==> src/rtl/mult_accumulator.sv <==
// Accumulates groups of up to N unsigned 8-bit products into a 10-bit sum with overflow flag.
// Build option: define MULT_ACC_SAT_EN to saturate S at 1023 instead of wrapping.
//
// state | meaning
// IDLE  | no group open
// ACC   | group open, result not ready
// HOLD  | result presented on S, waiting for s_ready
module mult_accumulator #(
  parameter int N = 8
) (
  input  logic       clk1,
  input  logic       rst_n,
  input  logic [7:0] C,
  input  logic       c_valid,
  input  logic       c_last,
  output logic       c_ready,
  output logic [9:0] S,
  output logic       s_valid,
  input  logic       s_ready,
  output logic       s_ovf
);

  typedef enum logic [1:0] {
    IDLE = 2'd0,
    ACC  = 2'd1,
    HOLD = 2'd2
  } state_t;

  localparam logic [4:0] N_L = 5'(N);

  state_t      state_q, state_d;
  logic [11:0] acc_q, acc_d;
  logic [4:0]  cnt_q, cnt_d;
  logic [9:0]  s_q, s_d;
  logic        ovf_q, ovf_d;

  logic        beat;
  logic        closing;
  logic [11:0] sum;
  logic [4:0]  cnt_n;
  logic [9:0]  s_res;

  always_ff @(posedge clk1) begin
    if (!rst_n) begin
      state_q <= IDLE;
      acc_q   <= '0;
      cnt_q   <= '0;
      s_q     <= '0;
      ovf_q   <= 1'b0;
    end else begin
      state_q <= state_d;
      acc_q   <= acc_d;
      cnt_q   <= cnt_d;
      s_q     <= s_d;
      ovf_q   <= ovf_d;
    end
  end

  always_comb begin
    c_ready = (state_q == HOLD) ? s_ready : 1'b1;
    beat    = c_valid & c_ready;

    // Only ACC extends a group; a beat in IDLE or HOLD (during handoff) starts a new one.
    if (state_q == ACC) begin
      sum   = acc_q + {4'b0000, C};
      cnt_n = cnt_q + 5'd1;
    end else begin
      sum   = {4'b0000, C};
      cnt_n = 5'd1;
    end
    closing = c_last | (cnt_n == N_L);

`ifdef MULT_ACC_SAT_EN
    s_res = (sum > 12'd1023) ? 10'd1023 : sum[9:0];
`else
    s_res = sum[9:0];
`endif

    state_d = state_q;
    acc_d   = acc_q;
    cnt_d   = cnt_q;
    s_d     = s_q;
    ovf_d   = ovf_q;

    if (beat) begin
      acc_d = sum;
      cnt_d = cnt_n;
      if (closing) begin
        state_d = HOLD;
        s_d     = s_res;
        ovf_d   = (sum > 12'd1023);
      end else begin
        state_d = ACC;
      end
    end else if ((state_q == HOLD) && s_ready) begin
      state_d = IDLE;
    end
  end

  assign S       = s_q;
  assign s_ovf   = ovf_q;
  assign s_valid = (state_q == HOLD);

endmodule
==> config.mk <==
export PLATFORM = sky130hd
export DESIGN_NAME = mult_accumulator
export DESIGN_NICKNAME = d
export VERILOG_FILES = /design/src/rtl/mult_accumulator.sv
export SDC_FILE = /design/constraint.sdc
export NUM_CORES = 1
export LEC_CHECK = 0
export BUFFER_PORTS_ARGS = -buffer_cell sky130_fd_sc_hd__buf_4
export CAP_MARGIN = 5
export CORE_UTILIZATION = 44
export DETAILED_ROUTE_END_ITERATION = 12
export GPL_ROUTABILITY_DRIVEN = 1
export PLACE_DENSITY = 0.68
export SLEW_MARGIN = 20
export SYNTH_ARGS = -nofsm -noshare
export SYNTH_HDL_FRONTEND = slang
export SYNTH_SLANG_ARGS = --single-unit
==> constraint.sdc <==
create_clock -name clk1 -period 2.4 [get_ports clk1]
set_input_delay 0.12 -clock clk1 [delete_from_list [all_inputs] [get_ports clk1]]
set_output_delay 0.12 -clock clk1 [all_outputs]
set_load 0.02 [all_outputs]
-- Yosys cells after proc, flatten, opt, wreduce, memory -nomap -nowiden
Cells that the tools add are included.
- $add $sub $neg: 2
- $lt $le $gt $ge: 1
- eq/ne operators: 3
- muxes and demuxes: 6
- bitwise logic cells: 2
- reductions and logical operators: 3
- operators by type and width (kind ; number):
    $add 12x8->12 ; 1
    $gt 12x10->1 const B ; 1
    $mux 12 ; 1
    $mux 2 ; 3
    $add 5x1->5 const B ; 1
    $eq 5x4->1 const B ; 1
    $mux 5 ; 1
    $eq 2x1->1 const B ; 1
    $eq 2x2->1 const B ; 1
    $reduce_and 2->1 ; 1
    $reduce_bool 2->1 ; 1
    $and 1x1->1 ; 1
    $logic_and 1x1->1 ; 1
    $mux 1 ; 1
    $or 1x1->1 ; 1
- register bits after elaboration: 30
- input bits: 13
- output and inout bits: 13
- word-level logic and storage cells: 22

-- Logic depth before layout (Yosys ltp)
Gate-level depths: netlist of the first run.
- word-level depth: 6
- gate-level depth with buffers: 9
- gate-level depth less buffers: 9

-- Least setup slack after synthesis of the first run
No wires, ideal clock.
- path kind: register to register
- start: reg acc_q[0]
- end: reg acc_q[8]
- library setup time: 0.074 ns
- arrival time: 1.898 ns
- required time: 2.326 ns
- path slack: 0.427 ns
- cell stages (with the launch flop): 9
- path buffers: 0
- clock period less this slack: 1.973 ns
- cell sequence: dfxtp_1 -> ha_1 -> inv_1 -> fa_1 -> nor2b_1 -> o31a_1 -> o41ai_2 -> or4_1 -> a31oi_1
- word-level cells in the longest chain between the ends: 2
- ends and longest elaborated chain (item ; line ; text):
    start, declared ; 32 ; logic [11:0] acc_q, acc_d;
    start signal, assigned ; 46 ; acc_q <= '0;
    start signal, assigned ; 52 ; acc_q <= acc_d;
    $add 12x8->12 ; 65 ; sum = acc_q + {4'b0000, C};
    $mux 12 ; 64 ; if (state_q == ACC) begin
Every way passes these cells.
A chain may end at the register's enable or synchronous reset.

-- Final worst setup path of the first run
- start: reg acc_q[0]
- end: reg acc_q[10]
Same word-level chain as after synthesis.

==> impl_metrics.toml, run 1 <==
[worst_setup_path]
cp_max_fo = 5
cp_slowest_cell = "o41ai_2"
critPathKind = "flop to flop"
crit_path_max_incr_delay_ns = 0.54
start_kind = "flop"
endpoint_kind = "flop"
crit_chain = "ha_1 > inv_1 > fa_1 > nor2b_1 > o31a_1 > o41ai_2 > nor4_1 > o21ai_0 > a21oi_1"
critPathArrivalTime_ns = 2.31
crit_required_ns = 2.54

[synth]
synth_seq_area_share_pct = 35.8
syn_nets = 225
syn_inst = 202
ys_ff_latch = 30
synthDistinctLibCells = 39
yosysWarnings = 0
syn-cell-area_um2 = 1680
synth_area_per_cell_um2 = 8.29

[global_route]
antenna_found_initial = 0
grt_pass1_vias = 1347
grt_pass1_wl_um = 6110
grt_overflow_total = 0
grt_max_degree = 24
grt_usage_pct = 19.5

[cts]
postCtsHoldBufs = 0
postCtsSetupRepairBufs = 0
ctsResizeCount = 0
clockBufferDepth = 2
clock-sinks = 30
insertion_delay_ns = 0.28
cts_tree = "built"
numCtsBuffers = 5
h-tree-depth = 2
clockRootBuffer = "clkbuf_8"
path_clk_slew_ns = 0.07

[final_layout]
syn2layout_area_growth_pct = 18.7
mostFrequentLayoutCell = "dfxtp_1"
fin_nets = 251
diodes = 0
layout-drive-gt1-share_pct = 16.6
layout_common_cells = "30 x dfxtp_1, 29 x buf_4, 27 x nor2_1, 15 x nand2_1, 15 x o21ai_0"
fillerInstances = 372

[timing]
setup_violations = 0
maxSlewViolCount = 0
period_share_pct = 90.5
slew_headroom_pct = 46.5
fin_ws_ns = 0.229
rsz0062_at_grt = "no"
skew_ns = 0.00700
period_needed_ns = 2.17
hold_viol_final = 0
fmax_ghz = 0.461
worstMarginPinSlew_ns = 0.802
fin_setup_tns_ns = 0

[power]
seq_power_share_pct = 44.8
p_leak_nw = 0.827
power_mw = 1.21
p_switching_mw = 0.345
ir_drop_uv = 237
swShare_pct = 28.5
clkPwrFrac_pct = 34.7
combPwrFrac_pct = 20.6
cell_internal_pwr_mw = 0.866
p_per_area_nw_per_um2 = 609

[route]
drc_errors = 0
ant_nets = 0
routed_wl_um = 3470
vias_per_cell = 5.39
drtIter0Drc = 65
wl_per_cell_um = 12.5
first_pass_iters = 4
dr_total_vias = 1493

[hold_path]
min_path_type = "input pin to flop"

[floorplan]
die_y_um = 63.7
initial_utilization_pct = 45.8
core_region_area_um2 = 3660
die_area_um2 = 4060
die_w_um = 63.7
io-pin-count = 26
rows = 22

[placed_design]
place_hpwl_um = 2460
portBuffers = 25
post-place-ws_ns = 0.215
gp_congestion = 0.789

[run_status]
status = "complete, no violations"

[job]
max_cap_viol_count = 0
==> synth_stat cells <==
cell	number	area [µm²]
nand4_1	1	6.26
a32o_1	1	10.0
ha_1	9	113
a211oi_1	10	75.1
nand2b_1	1	6.26
dfxtp_1	30	601
inv_1	6	22.5
nor3_1	6	30.0
xor2_1	4	35.0
and2_1	2	12.5
o31a_1	2	17.5
nor4_1	1	6.26
clkbuf_1	5	18.8
o32a_1	1	10.0
buf_6	2	22.5
or3_1	1	6.26
nor3b_1	2	15.0
or4_1	1	7.51
a31oi_1	5	31.3
nor2_1	27	101
o211a_1	1	10.0
a21oi_1	14	70.1
or3b_4	1	11.3
o21ai_0	15	75.1
xnor2_1	4	35.0
buf_2	2	10.0
nand3_1	7	35.0
buf_1	1	3.75
o21a_1	5	37.5
o311ai_0	1	8.76
mux2i_1	7	70.1
o41ai_2	1	16.3
a21o_1	3	22.5
nand3b_1	1	7.51
fa_1	1	20.0
o211ai_1	1	7.51
nor2b_1	4	25.0
or2_0	1	6.26
nand2_1	15	56.3
==> power by group through the flow <==
stage          logic, mW  clock network [mW]  registers (mW)
2_1_floorplan      0.168                   0           0.562
3_3_place_gp       0.249                   0           0.553
3_5_place_dp       0.251                   0           0.553
4_1_cts            0.252               0.429           0.542
5_1_grt            0.282               0.458           0.546
6_report           0.249               0.420           0.542
==> cell families (layout without fill, tap and decap cells) <==
logic type,Yosys count,count (layout),share of synthesized area [%]
adder cells (fa/ha/maj),10,10,7.92
flip-flops,30,30,35.8
AO/OA/AOI/OAI,60,60,23.4
multiplexers,7,7,4.18
AND/OR/NAND/NOR,71,71,19.9
buffers and inverters,16,43,4.63
XOR/XNOR,8,8,4.18
==> layout make-up <==
cell class | count | area, µm² | area share (%)
Inverter | 6 | 22.5 | 1.13
Clock buffer | 7 | 86.3 | 4.34
Timing Repair Buffer | 29 | 218 | 10.9
Sequential cell | 30 | 601 | 30.2
Tap cell | 48 | 60.1 | 3.02
Multi-Input combinational cell | 156 | 997 | 50.1
Clock inverter | 1 | 5.00 | 0.252
==> registers in the layout, summed over array words and instances (netlist names) <==
name,count
s_ovf,1
state_q,2
S,10
acc_q,12
cnt_q,5
==> worst max-delay path, delay by kind of cell (launching register included) <==
kind / cells / cell delay (ns)
AO/OA/AOI/OAI: 4 / 1.08
buffers and inverters: 1 / 0.07
flip-flops: 1 / 0.31
adder cells (fa/ha/maj): 2 / 0.38
AND/OR/NAND/NOR: 2 / 0.19
==> worst paths after layout <==
path               endpoint  slack [ns]  cells after the start  startpoint
setup reg to reg  acc_q[10]        0.23                      9    acc_q[0]
hold / removal         S[9]         0.1                      2       rst_n
setup / recovery  acc_q[10]        0.23                      9    acc_q[0]
hold reg to reg    cnt_q[4]        0.47                      2    cnt_q[4]
==> routing by layer <==
layer | vias to the layer above | track usage (%) | routed length [µm]
li1 | 772 | - | -
met1 | 684 | 25.1 | 1760
met2 | 32 | 31.1 | 1500
met3 | 5 | 5.62 | 166
met4 | 0 | 5.97 | 49
met5 | - | 0 | 0
==> per-stage QoR <==
step           std cells  hold WS, ns  utilization, %  instance area, µm²
2_1_floorplan        202        0.238               -                1680
3_3_place_gp         269        0.386            51.8                1900
3_5_place_dp         269        0.383            51.8                1900
4_1_cts              277       0.0914            54.3                1990
5_1_grt              277        0.118            54.3                1990
6_report             277       0.0964            54.3                1990
No activity file was read; power rests on OpenSTA's default activity.
==> run 2: changes to the inputs <==
--- a/config.mk
+++ b/config.mk
@@ -5,12 +5,13 @@
 export SDC_FILE = /design/constraint.sdc
 export NUM_CORES = 1
 export LEC_CHECK = 0
+export ABC_AREA = 1
 export BUFFER_PORTS_ARGS = -buffer_cell sky130_fd_sc_hd__buf_4
 export CAP_MARGIN = 5
 export CORE_UTILIZATION = 44
 export DETAILED_ROUTE_END_ITERATION = 12
 export GPL_ROUTABILITY_DRIVEN = 1
-export PLACE_DENSITY = 0.68
+export PLACE_DENSITY = 0.67
 export SLEW_MARGIN = 20
 export SYNTH_ARGS = -nofsm -noshare
 export SYNTH_HDL_FRONTEND = slang
==> run 2 against run 1 <==
  * Highest routed layer is now met3
  * Hold slack improved by 0.079 ns
  * Routed wire length increased by 21%
  * Final cell count increased by 32%
  * Die area increased by 19%
  * Largest cell class unchanged
==> impl_metrics.toml, run 2 <==
[run_status]
status = "complete, no violations"

[power]
p_leak_nw = 1.15
p_per_area_nw_per_um2 = 572
ir_drop_uv = 510
power_mw = 1.32

[hold_path]
whs_endpoint = "S[7]"
hold_depth = 5
hp-start = "C[7]"
min_path_type = "input pin to flop"

[timing]
period_needed_ns = 1.85
fin_setup_tns_ns = 0
maxSlewViolCount = 0
period_share_pct = 76.9
setup_violations = 0
rsz0062_at_grt = "no"
fmax_ghz = 0.542
hold_slack_ns = 0.176
hold_viol_final = 0
fin_ws_ns = 0.554
worstMarginPinSlew_ns = 0.406
slew_headroom_pct = 72.8
skew_ns = 0.0119

[final_layout]
layout-drive-gt1-share_pct = 21.0
finalNonFillerCells = 366
syn2layout_area_growth_pct = 14.6
layout_common_cells = "79 x nand2_1, 38 x inv_1, 30 x dfxtp_1, 27 x nor2_1, 25 x buf_4"
diodes = 0
fin_nets = 336
largest_reg_flops = 12
utilization_pct = 52.6
fin_area_um2 = 2300
regMostFlops = "acc_q"
mostFrequentLayoutCell = "nand2_1"

[placed_design]
post-place-ws_ns = 0.577
portBuffers = 25
place_hpwl_um = 3100
gp_congestion = 0.886
place_area_um2 = 2190
placedCellCount = 358

[cts]
numCtsBuffers = 5
postCtsSetupRepairBufs = 0
postCtsHoldBufs = 0
clockBufferDepth = 2
h-tree-depth = 2
clock-sinks = 30
clockRootBuffer = "clkbuf_8"
cts_tree = "built"
ctsResizeCount = 0
insertion_delay_ns = 0.28
path_clk_slew_ns = 0.07

[synth]
synth-simple-area-share_pct = 38.9
synth_area_per_cell_um2 = 6.96
synth_commonest_cells = "79 x nand2_1, 38 x inv_1, 30 x dfxtp_1"
synth-xor-area-share_pct = 1.31
synth-edff-count = 0
ys_ff_latch = 30
syn_inst = 289
yosysMostFrequentCell = "nand2_1"
synth_top_family_by_area = "simple AND/OR/NAND/NOR gates"
synthDistinctLibCells = 33
synth.area.mux_share_pct = 0
yosys.area.top_type = "dfxtp_1"
synth-main-ff-cell = "dfxtp_1"
netlist_top_cells_area = "dfxtp_1 30%, nand2_1 15%, inv_1 7.1%, nand3_2 6.5%, ha_1 5.6%"
synth_top_area_share_pct = 29.9
syn_nets = 312
yosysWarnings = 0
async_flop_share_pct = 0
synth_seq_area_share_pct = 29.9
syn-cell-area_um2 = 2010
synth-compound-area-share_pct = 11.9
yosys.area_share.adder_pct = 6.60

[worst_setup_path]
critPathArrivalTime_ns = 2.03
reg2reg_to = "acc_q[6]"
cp_slowest_cell = "fa_1"
critPathKind = "flop to flop"
crit_path_max_incr_delay_ns = 0.39
ff2ff_setup_slack_ns = 0.55
start_kind = "flop"
r2r-start = "acc_q[0]"
endpoint_kind = "flop"
ff2ff_path_depth = 13
critPathMostFrequentCell = "nand2_1"
crit_required_ns = 2.58
cp_max_fo = 3
crit_chain = "ha_1 > inv_1 > fa_1 > inv_1 > nand3_1 > nand3_1 > nand2_1 > nand2_1 > nand2_1 > nand3_1 > nand2_1 > o21ai_0 > inv_1"

[job]
max_cap_viol_count = 0

[floorplan]
io-pin-count = 26
die_w_um = 69.6
die_area_um2 = 4840
rows = 24
die_y_um = 69.6
core_region_area_um2 = 4380
initial_utilization_pct = 45.9

[global_route]
grt_pass1_vias = 1638
grt_overflow_total = 0
grt_max_degree = 29
antenna_found_initial = 0
grt_usage_pct = 19.3
grt_pass1_wl_um = 7490

[route]
dr_total_vias = 1791
drc_errors = 0
wl_per_cell_um = 11.5
drtIter0Drc = 107
first_pass_iters = 4
vias_per_cell = 4.89
routed_wl_um = 4220
ant_nets = 0
[run 2: changes by cell type after synthesis, sizes merged, moves of 4 or more]
cell	before	now
nand2	15	86
inv	6	41
nand3	7	33
a211oi	10	0
o21ai	15	23
mux2i	7	0
nor3	6	0
o21a	5	0
clkbuf	5	1
nor2	27	31
nor2b	4	0
[run 2: area by class of cell]
type                    count  area (µm²)
repair buffers             25         188
multi-input cells         209        1180
inverters                  42         160
well taps                  52        65.1
fillers                   450        2080
flip-flops and latches     30         601
clock buffers               8         110
[run 2: worst max path at each step]
stage / to / from / slack (ns)
floorplan: acc_q[6] / acc_q[0] / 0.71
global placement: acc_q[4] / acc_q[0] / 0.60
detailed placement: acc_q[6] / acc_q[0] / 0.58
CTS: acc_q[6] / acc_q[0] / 0.56
global route: acc_q[6] / acc_q[0] / 0.36
finish: acc_q[6] / acc_q[0] / 0.55
[run 2: critical path, delay by kind of cell (launching register included)]
family	cells	cell delay [ns]
buffers and inverters	3	0.18
AND/OR/NAND/NOR	7	0.54
adder cells (fa/ha/maj)	2	0.55
flip-flops	1	0.33
AO/OA/AOI/OAI	1	0.14
[run 2: report_power, final]
part           total (mW)  leakage (nW)  internal (mW)  switching, mW
logic               0.285         0.845          0.105          0.180
clock network       0.479        0.0575          0.289          0.190
registers           0.553         0.246          0.529         0.0238
[run 2: logic make-up after synthesis]
| group | count (synthesis) |
|---|---|
| flops | 30 |
| xor+xnor | 3 |
| fa+ha+maj | 10 |
| compound gates | 41 |
| buf+inv | 50 |
| simple gates | 155 |
[run 2: routing by layer]
layer	up-vias	track usage (%)	wire length (µm)
met4	0	4.54	0
li1	967	-	-
met3	0	4.80	181
met1	792	25.5	2090
met5	-	0	0
met2	32	31.4	1940
